$ cat config.mk
export PLATFORM = sky130hd
export DESIGN_NAME = serial_mag_comp_ctrl
export DESIGN_NICKNAME = d
export VERILOG_FILES = /design/src/rtl/serial_mag_comp_ctrl.sv
export SDC_FILE = /design/constraint.sdc
export NUM_CORES = 1
export LEC_CHECK = 0
export ABC_CLOCK_PERIOD_IN_PS = 2600
export BUFFER_PORTS_ARGS = -buffer_cell sky130_fd_sc_hd__buf_2
export CAP_MARGIN = 0
export CORE_ASPECT_RATIO = 1.25
export CORE_MARGIN = 4
export CORE_UTILIZATION = 53
export CTS_CLUSTER_SIZE = 12
export DETAILED_ROUTE_END_ITERATION = 16
export MAX_ROUTING_LAYER = met4
export PLACE_DENSITY = 0.78
export SLEW_MARGIN = 20
export SYNTH_ARGS = -nofsm -noshare
export SYNTH_HDL_FRONTEND = slang
export SYNTH_SLANG_ARGS = --single-unit
export TNS_END_PERCENT = 50
$ cat constraint.sdc
create_clock -name clk -period 2.6 [get_ports clk]
set_input_delay 0.52 -clock clk [delete_from_list [all_inputs] [get_ports clk]]
set_output_delay 0.52 -clock clk [all_outputs]
set_load 0.005 [all_outputs]
$ cat src/rtl/serial_mag_comp_ctrl.sv
// Serial magnitude comparator sequencer: walks a 2-bit compare slice over two captured
// operands, MSB pair first, with valid/ready hand-shaking on operand and result sides.
module serial_mag_comp_ctrl #(
    parameter int WIDTH      = 8,
    parameter bit EARLY_EXIT = 1'b1
) (
    input  logic             clk,
    input  logic             rst_n,
    input  logic             start_valid,
    output logic             start_ready,
    input  logic [WIDTH-1:0] a,
    input  logic [WIDTH-1:0] b,
    output logic             res_valid,
    input  logic             res_ready,
    output logic             eq,
    output logic             lt,
    output logic             gt,
    output logic             busy
);

    localparam int NS = WIDTH / 2;
    localparam int IW = (NS > 1) ? $clog2(NS) : 1;

    typedef enum logic [1:0] {
        S_IDLE = 2'd0,
        S_RUN  = 2'd1,
        S_DONE = 2'd2
    } state_t;

    state_t            state_q, state_d;
    logic [WIDTH-1:0]  a_q, a_d;
    logic [WIDTH-1:0]  b_q, b_d;
    logic [IW-1:0]     idx_q, idx_d;
    logic              decided_q, decided_d;
    logic              rec_lt_q, rec_lt_d;
    logic              rec_gt_q, rec_gt_d;
    logic              eq_q, eq_d;
    logic              lt_q, lt_d;
    logic              gt_q, gt_d;

    logic [1:0]        sa_s;
    logic [1:0]        sb_s;
    logic              uneq_s;

    function automatic logic [1:0] slice_of(input logic [WIDTH-1:0] v, input logic [IW-1:0] i);
        return v[{i, 1'b0} +: 2];
    endfunction

    assign sa_s   = slice_of(a_q, idx_q);
    assign sb_s   = slice_of(b_q, idx_q);
    assign uneq_s = (sa_s != sb_s);

    // State register and datapath registers
    always_ff @(posedge clk or negedge rst_n) begin
        if (!rst_n) begin
            state_q   <= S_IDLE;
            a_q       <= {WIDTH{1'b0}};
            b_q       <= {WIDTH{1'b0}};
            idx_q     <= {IW{1'b0}};
            decided_q <= 1'b0;
            rec_lt_q  <= 1'b0;
            rec_gt_q  <= 1'b0;
            eq_q      <= 1'b0;
            lt_q      <= 1'b0;
            gt_q      <= 1'b0;
        end else begin
            state_q   <= state_d;
            a_q       <= a_d;
            b_q       <= b_d;
            idx_q     <= idx_d;
            decided_q <= decided_d;
            rec_lt_q  <= rec_lt_d;
            rec_gt_q  <= rec_gt_d;
            eq_q      <= eq_d;
            lt_q      <= lt_d;
            gt_q      <= gt_d;
        end
    end

    // Next-state and result logic; the first unequal slice owns the verdict,
    // and the output flags are loaded only on entry to DONE.
    always_comb begin
        state_d   = state_q;
        a_d       = a_q;
        b_d       = b_q;
        idx_d     = idx_q;
        decided_d = decided_q;
        rec_lt_d  = rec_lt_q;
        rec_gt_d  = rec_gt_q;
        eq_d      = eq_q;
        lt_d      = lt_q;
        gt_d      = gt_q;
        case (state_q)
            S_IDLE: begin
                if (start_valid) begin
                    a_d       = a;
                    b_d       = b;
                    idx_d     = IW'(NS - 1);
                    decided_d = 1'b0;
                    rec_lt_d  = 1'b0;
                    rec_gt_d  = 1'b0;
                    state_d   = S_RUN;
                end else begin
                    state_d   = S_IDLE;
                end
            end
            S_RUN: begin
                if (uneq_s && !decided_q) begin
                    rec_lt_d  = (sa_s < sb_s);
                    rec_gt_d  = (sa_s > sb_s);
                    decided_d = 1'b1;
                end else begin
                    decided_d = decided_q;
                end
                if ((EARLY_EXIT && uneq_s) || (idx_q == {IW{1'b0}})) begin
                    state_d = S_DONE;
                    eq_d    = !(decided_q || uneq_s);
                    lt_d    = decided_q ? rec_lt_q : (sa_s < sb_s);
                    gt_d    = decided_q ? rec_gt_q : (sa_s > sb_s);
                end else begin
                    idx_d   = idx_q - IW'(1);
                end
            end
            S_DONE: begin
                if (res_ready) begin
                    state_d = S_IDLE;
                    eq_d    = 1'b0;
                    lt_d    = 1'b0;
                    gt_d    = 1'b0;
                end else begin
                    state_d = S_DONE;
                end
            end
            default: begin
                state_d = S_IDLE;
                eq_d    = 1'b0;
                lt_d    = 1'b0;
                gt_d    = 1'b0;
            end
        endcase
    end

    assign start_ready = (state_q == S_IDLE);
    assign busy        = (state_q != S_IDLE);
    assign res_valid   = (state_q == S_DONE);
    assign eq          = eq_q;
    assign lt          = lt_q;
    assign gt          = gt_q;

endmodule

# == Word-level counts from Yosys, hierarchy flattened ==
# Cells that the tools add are included.
# classes
n_reduce_logical,13
bitwise,1
eq_ne,8
shifts,2
n_mux,23
n_lt_le_gt_ge,2
addsub,1
# op_table
operator,count
variable part select 8 x 4 -> 2 bit,2
two-way mux 1 bit,11
one-hot mux 1 bit (3 select lines),3
AND reduction 3 bit,3
two-way mux 2 bit,4
"inequality test 2 bit, second input constant",4
one-hot mux 1 bit (2 select lines),3
one-hot mux 2 bit (3 select lines),1
zero test 2 bit,2
one-hot mux 2 bit (2 select lines),1
nonzero test 2 bit,2
"equality test 2 x 1 -> 1 bit, second input constant",1
"equality test 2 bit, second input constant",1
greater-than comparator 2 bit,1
zero test 1 bit,2
logical OR 1 bit,2
less-than comparator 2 bit,1
"inequality test 2 x 1 -> 1 bit, second input constant",1
inequality test 2 bit,1
AND reduction 2 bit,1
"subtractor 2 x 1 -> 2 bit, second input constant",1
logical AND 1 bit,1
NOT 1 bit,1
# totals
out_inout_bits,6
register_bits,26
inputBits,20

# == Logic depth before layout (Yosys ltp) ==
# logic_depth
depth_word,6
mapped_depth,8
ltp_nobuf,7

# == Worst setup path after synthesis ==
# Ideal clock, no wire load.
# synth_timing
kind,reg-to-reg
startpoint,register idx_q[0]
endpoint,register gt_q (netlist: gt)
t_required_ns,2.479
path_buffers,1
stages_incl_launch_ff,7
arrival_ns,2.003
slack_ns,0.476
setup_time_ns,0.121
cell_sequence,dfrtp_1 buf_2 mux4_2 ha_1 and4bb_4 or2_4 a22o_1
# synth_between
elab_chain_len,5
# synth_rtl
element,line,rtl
start: declaration,33,"logic [IW-1:0] idx_q, idx_d;"
start signal: assignment,59,idx_q <= {IW{1'b0}};
start signal: assignment,70,idx_q <= idx_d;
variable part select 8 x 4 -> 2 bit,46,"return v[{i, 1'b0} +: 2];"
greater-than comparator 2 bit or inequality test 2 bit (tied branches),"119, 51",
two-way mux 1 bit or logical OR 1 bit (tied branches),"119, 115",
two-way mux 1 bit or inequality test 2 bit (tied branches),-,
one-hot mux 1 bit (3 select lines) or AND reduction 3 bit (tied branches),-,
end signal: assignment,76,gt_q <= gt_d;
end: declaration,39,"logic gt_q, gt_d;"
# Several ways; a longest one is shown, not always the timed one. The select of a mux whose other input is x is not followed.
# A chain may end at the register's enable or synchronous reset.

# == Worst setup path in the final report ==
# layout_timing
startpoint,register idx_q[0]
endpoint,register rec_lt_q
# layout_between
elab_chain_len,5
# layout_rtl
element,line,rtl
variable part select 8 x 4 -> 2 bit,46,
inequality test 2 bit,51,assign uneq_s = (sa_s != sb_s);
logical AND 1 bit,108,if (uneq_s && !decided_q) begin
inequality test 2 bit (no source line),-,
AND reduction 3 bit (no source line),-,
end signal: assignment,72,rec_lt_q <= rec_lt_d;
end: declaration,35,"logic rec_lt_q, rec_lt_d;"
# Several ways; a longest one is shown, not always the timed one. The select of a mux whose other input is x is not followed.

==> key figures <==
Global routing
  – Largest net degree at the start of global routing: 27
  – GRT Overall Usage: 0.1718
  – Initial antenna violation count: 0
  – Global-route wire length before repair: 4160 microns
  – Vias in the first global route: 980
  – Congestion Overflow GR: 0

Pwr
  – Leakage: 0.7921 nW
  – Total power: 0.001918 W
  – VDD IR max: 766.8 uV
  – Pwr dens: 1330 nW/um^2

Clocking
  – Post-CTS Setup Bufs: 0
  – Root Buffer: clkbuf_4
  – CTS Buf Count: 3
  – Post-CTS Resized: 0
  – Clock Latency Late Sink: 330 ps
  – Htree depth: 1
  – CTS Hold Bufs: 0
  – Clk buf depth: 2
  – CTS clk-pin slew, worst paths: 150 ps
  – Num Clock Sinks: 26
  – CTS tree: built

Placed design
  – Post-DP HPWL: 1821 microns
  – Placed insts: 186
  – Port bufs: 25
  – RD Place Congestion: 0.8247

Synthesis
  – Synth Cell Area: 1256 sq um
  – Seq/Total Area, Yosys: 0.5179
  – Net Count, Synth: 158
  – Cells after synthesis: 135
  – Yosys warnings: 0
  – Synthesis-stage register bit count: 26
  – Cell variety after synth: 23
  – Mapped Avg Cell Area: 9.305 sq um

Critical path
  – Critical Path Start Type: flip-flop
  – CP Capture Type: flip-flop
  – Required time of the critical path: 2820 ps
  – Critical path arrival: 2520 ps
  – Critical path type: reg -> reg
  – FF-to-FF Start: idx_q[0]
  – Max FO, Critical Path: 8
  – Reg2reg end: rec_lt_q
  – Reg2Reg Depth: 6
  – Reg-to-reg slack, setup: 300 ps

Timing
  – RSZ-0062 raised after global routing: no
  – Slew margin rel.: 0.5728
  – Min Hold Slack: 159.7 ps
  – Min Tclk post-route: 2305 ps
  – F_max: 433.9 MHz
  – Least-Margin Pin Slew: 639.2 ps
  – Setup Skew: 10.39 ps
  – Slew Viols, Final: 0
  – Period Utilization, post-route: 0.8864
  – Setup tns final: 0 ps
  – Final hold violations: 0
  – Setup-failing EPs final: 0

Cells and area
  – Final cell count without fillers: 190
  – Final Core Density: 0.6450
  – Filler cells: 215
  – # nets final: 183
  – Fraction of layout cells with a size suffix above 1: 0.2390
  – N_diodes: 0
  – Area Growth Syn to Fin: 14.74%

Detailed routing
  – Vias: 963
  – Post-route ant nets: 0
  – Residual DRC: 0
  – DRT Pass-1 Iters: 4
  – Starting DRC count in detailed routing: 20
  – WL final: 2369 microns
  – Via density: 5.068
  – WL/cell: 12.47 microns

Die
  – Core Box Area: 2235 sq um
  – Die W: 51.55 microns
  – IO Pins: 26
  – Initial core utilization: 0.5622
  – Die area: 3218 sq um
  – Site Rows: 19
  – Die H: 62.43 microns

Run status
  – Outcome: completed

Hold path
  – Hold Path Class: in -> async

Job
  – Max cap viols: 0
-- cell type report --
cell class                 count  area [sq um]  area share
sequential                    26         650.6      0.4514
multi-input combinational     95         540.5      0.3750
timing repair buffer          25         125.1     0.08681
tap                           31         38.79     0.02691
inverter                       9         33.78     0.02344
clock inverter                 1         30.03     0.02083
clock buffer                   3         22.52     0.01563
-- registers in the layout, indices dropped and copies added, names as in the netlist --
register	cells
rec_gt_q	1
gt	1
state_q	2
a_q	8
idx_q	2
lt	1
rec_lt_q	1
decided_q	1
b_q	8
eq	1
-- worst max path at each step --
stage                         from       end  depth (start not counted)  slack, ps
after floorplan           idx_q[0]        gt                          6        480
after global placement    idx_q[0]  rec_gt_q                          6        350
after detailed placement  idx_q[0]  rec_lt_q                          6        310
after CTS                 idx_q[0]  rec_lt_q                          6        270
after global routing      idx_q[0]  rec_lt_q                          6        150
final                     idx_q[0]  rec_lt_q                          6        300
-- critical path: stages (launching register included) --
cell	delay [ps]
dfrtp_1	560
mux4_2	550
ha_1	360
nand2_1	140
or3b_4	420
nand3_1	100
o21ai_1	80
-- power by group --
part	switching (W)	internal, W
logic	0.000475	0.000442
registers	0.000142	0.000583
clock network	0.000121	0.000156
-- stage by stage --
stage               setup slack, ps  instance area (sq um)
finish                        295.2                   1441
global route                  149.4                   1441
CTS                           272.0                   1441
detailed placement            307.2                   1389
global placement              354.6                   1389
floorplan                     476.4                   1256
-- kinds of logic after synthesis --
kind of cell / count (synthesis) / share of synthesized area
and+or+nand+nor: 71 / 0.2440
DFF: 26 / 0.5179
buffers and inverters: 14 / 0.05179
adders and majority gates: 3 / 0.02988
AOI/OAI and AO/OA: 17 / 0.08466
muxes: 4 / 0.07172
-- cell usage in the layout, fill, tap and decap left out, types with 2 or more instances in the layout --
cell      instances
clkbuf_4          3
nor2_1            7
a21oi_1           5
mux4_2            4
o21ai_1           2
buf_2            25
inv_1             9
nand2_1          55
dfrtp_1          26
a22o_1            3
o21ai_0           3
nand3_1           2
ha_1              3
a21o_1            2
-- Yosys cell counts --
cell | count | area (sq um)
a211oi_1 | 1 | 7.510
a21o_1 | 2 | 15.01
a21oi_1 | 5 | 25.02
a22o_1 | 3 | 26.28
and2_1 | 1 | 6.260
and4bb_4 | 1 | 16.27
buf_2 | 4 | 20.02
buf_6 | 1 | 11.26
dfrtp_1 | 26 | 650.6
ha_1 | 3 | 37.54
inv_1 | 9 | 33.78
mux4_2 | 4 | 90.09
nand2_1 | 55 | 206.5
nand2b_2 | 1 | 8.760
nand3_1 | 2 | 10.01
nor2_1 | 7 | 26.28
nor2_2 | 1 | 6.260
nor2b_1 | 1 | 6.260
o21ai_0 | 3 | 15.01
o21ai_1 | 2 | 10.01
o31ai_1 | 1 | 7.510
or2_4 | 1 | 8.760
or3b_4 | 1 | 11.26
-- metal layers --
| layer | global-route usage | wire length, microns |
|---|---|---|
| met4 | 0.06885 | 54 |
| met5 | - | 0 |
| met1 | 0.2148 | 1013 |
| met2 | 0.2739 | 1215 |
| met3 | 0.02864 | 86 |
Power figures use the tool's default switching activity.
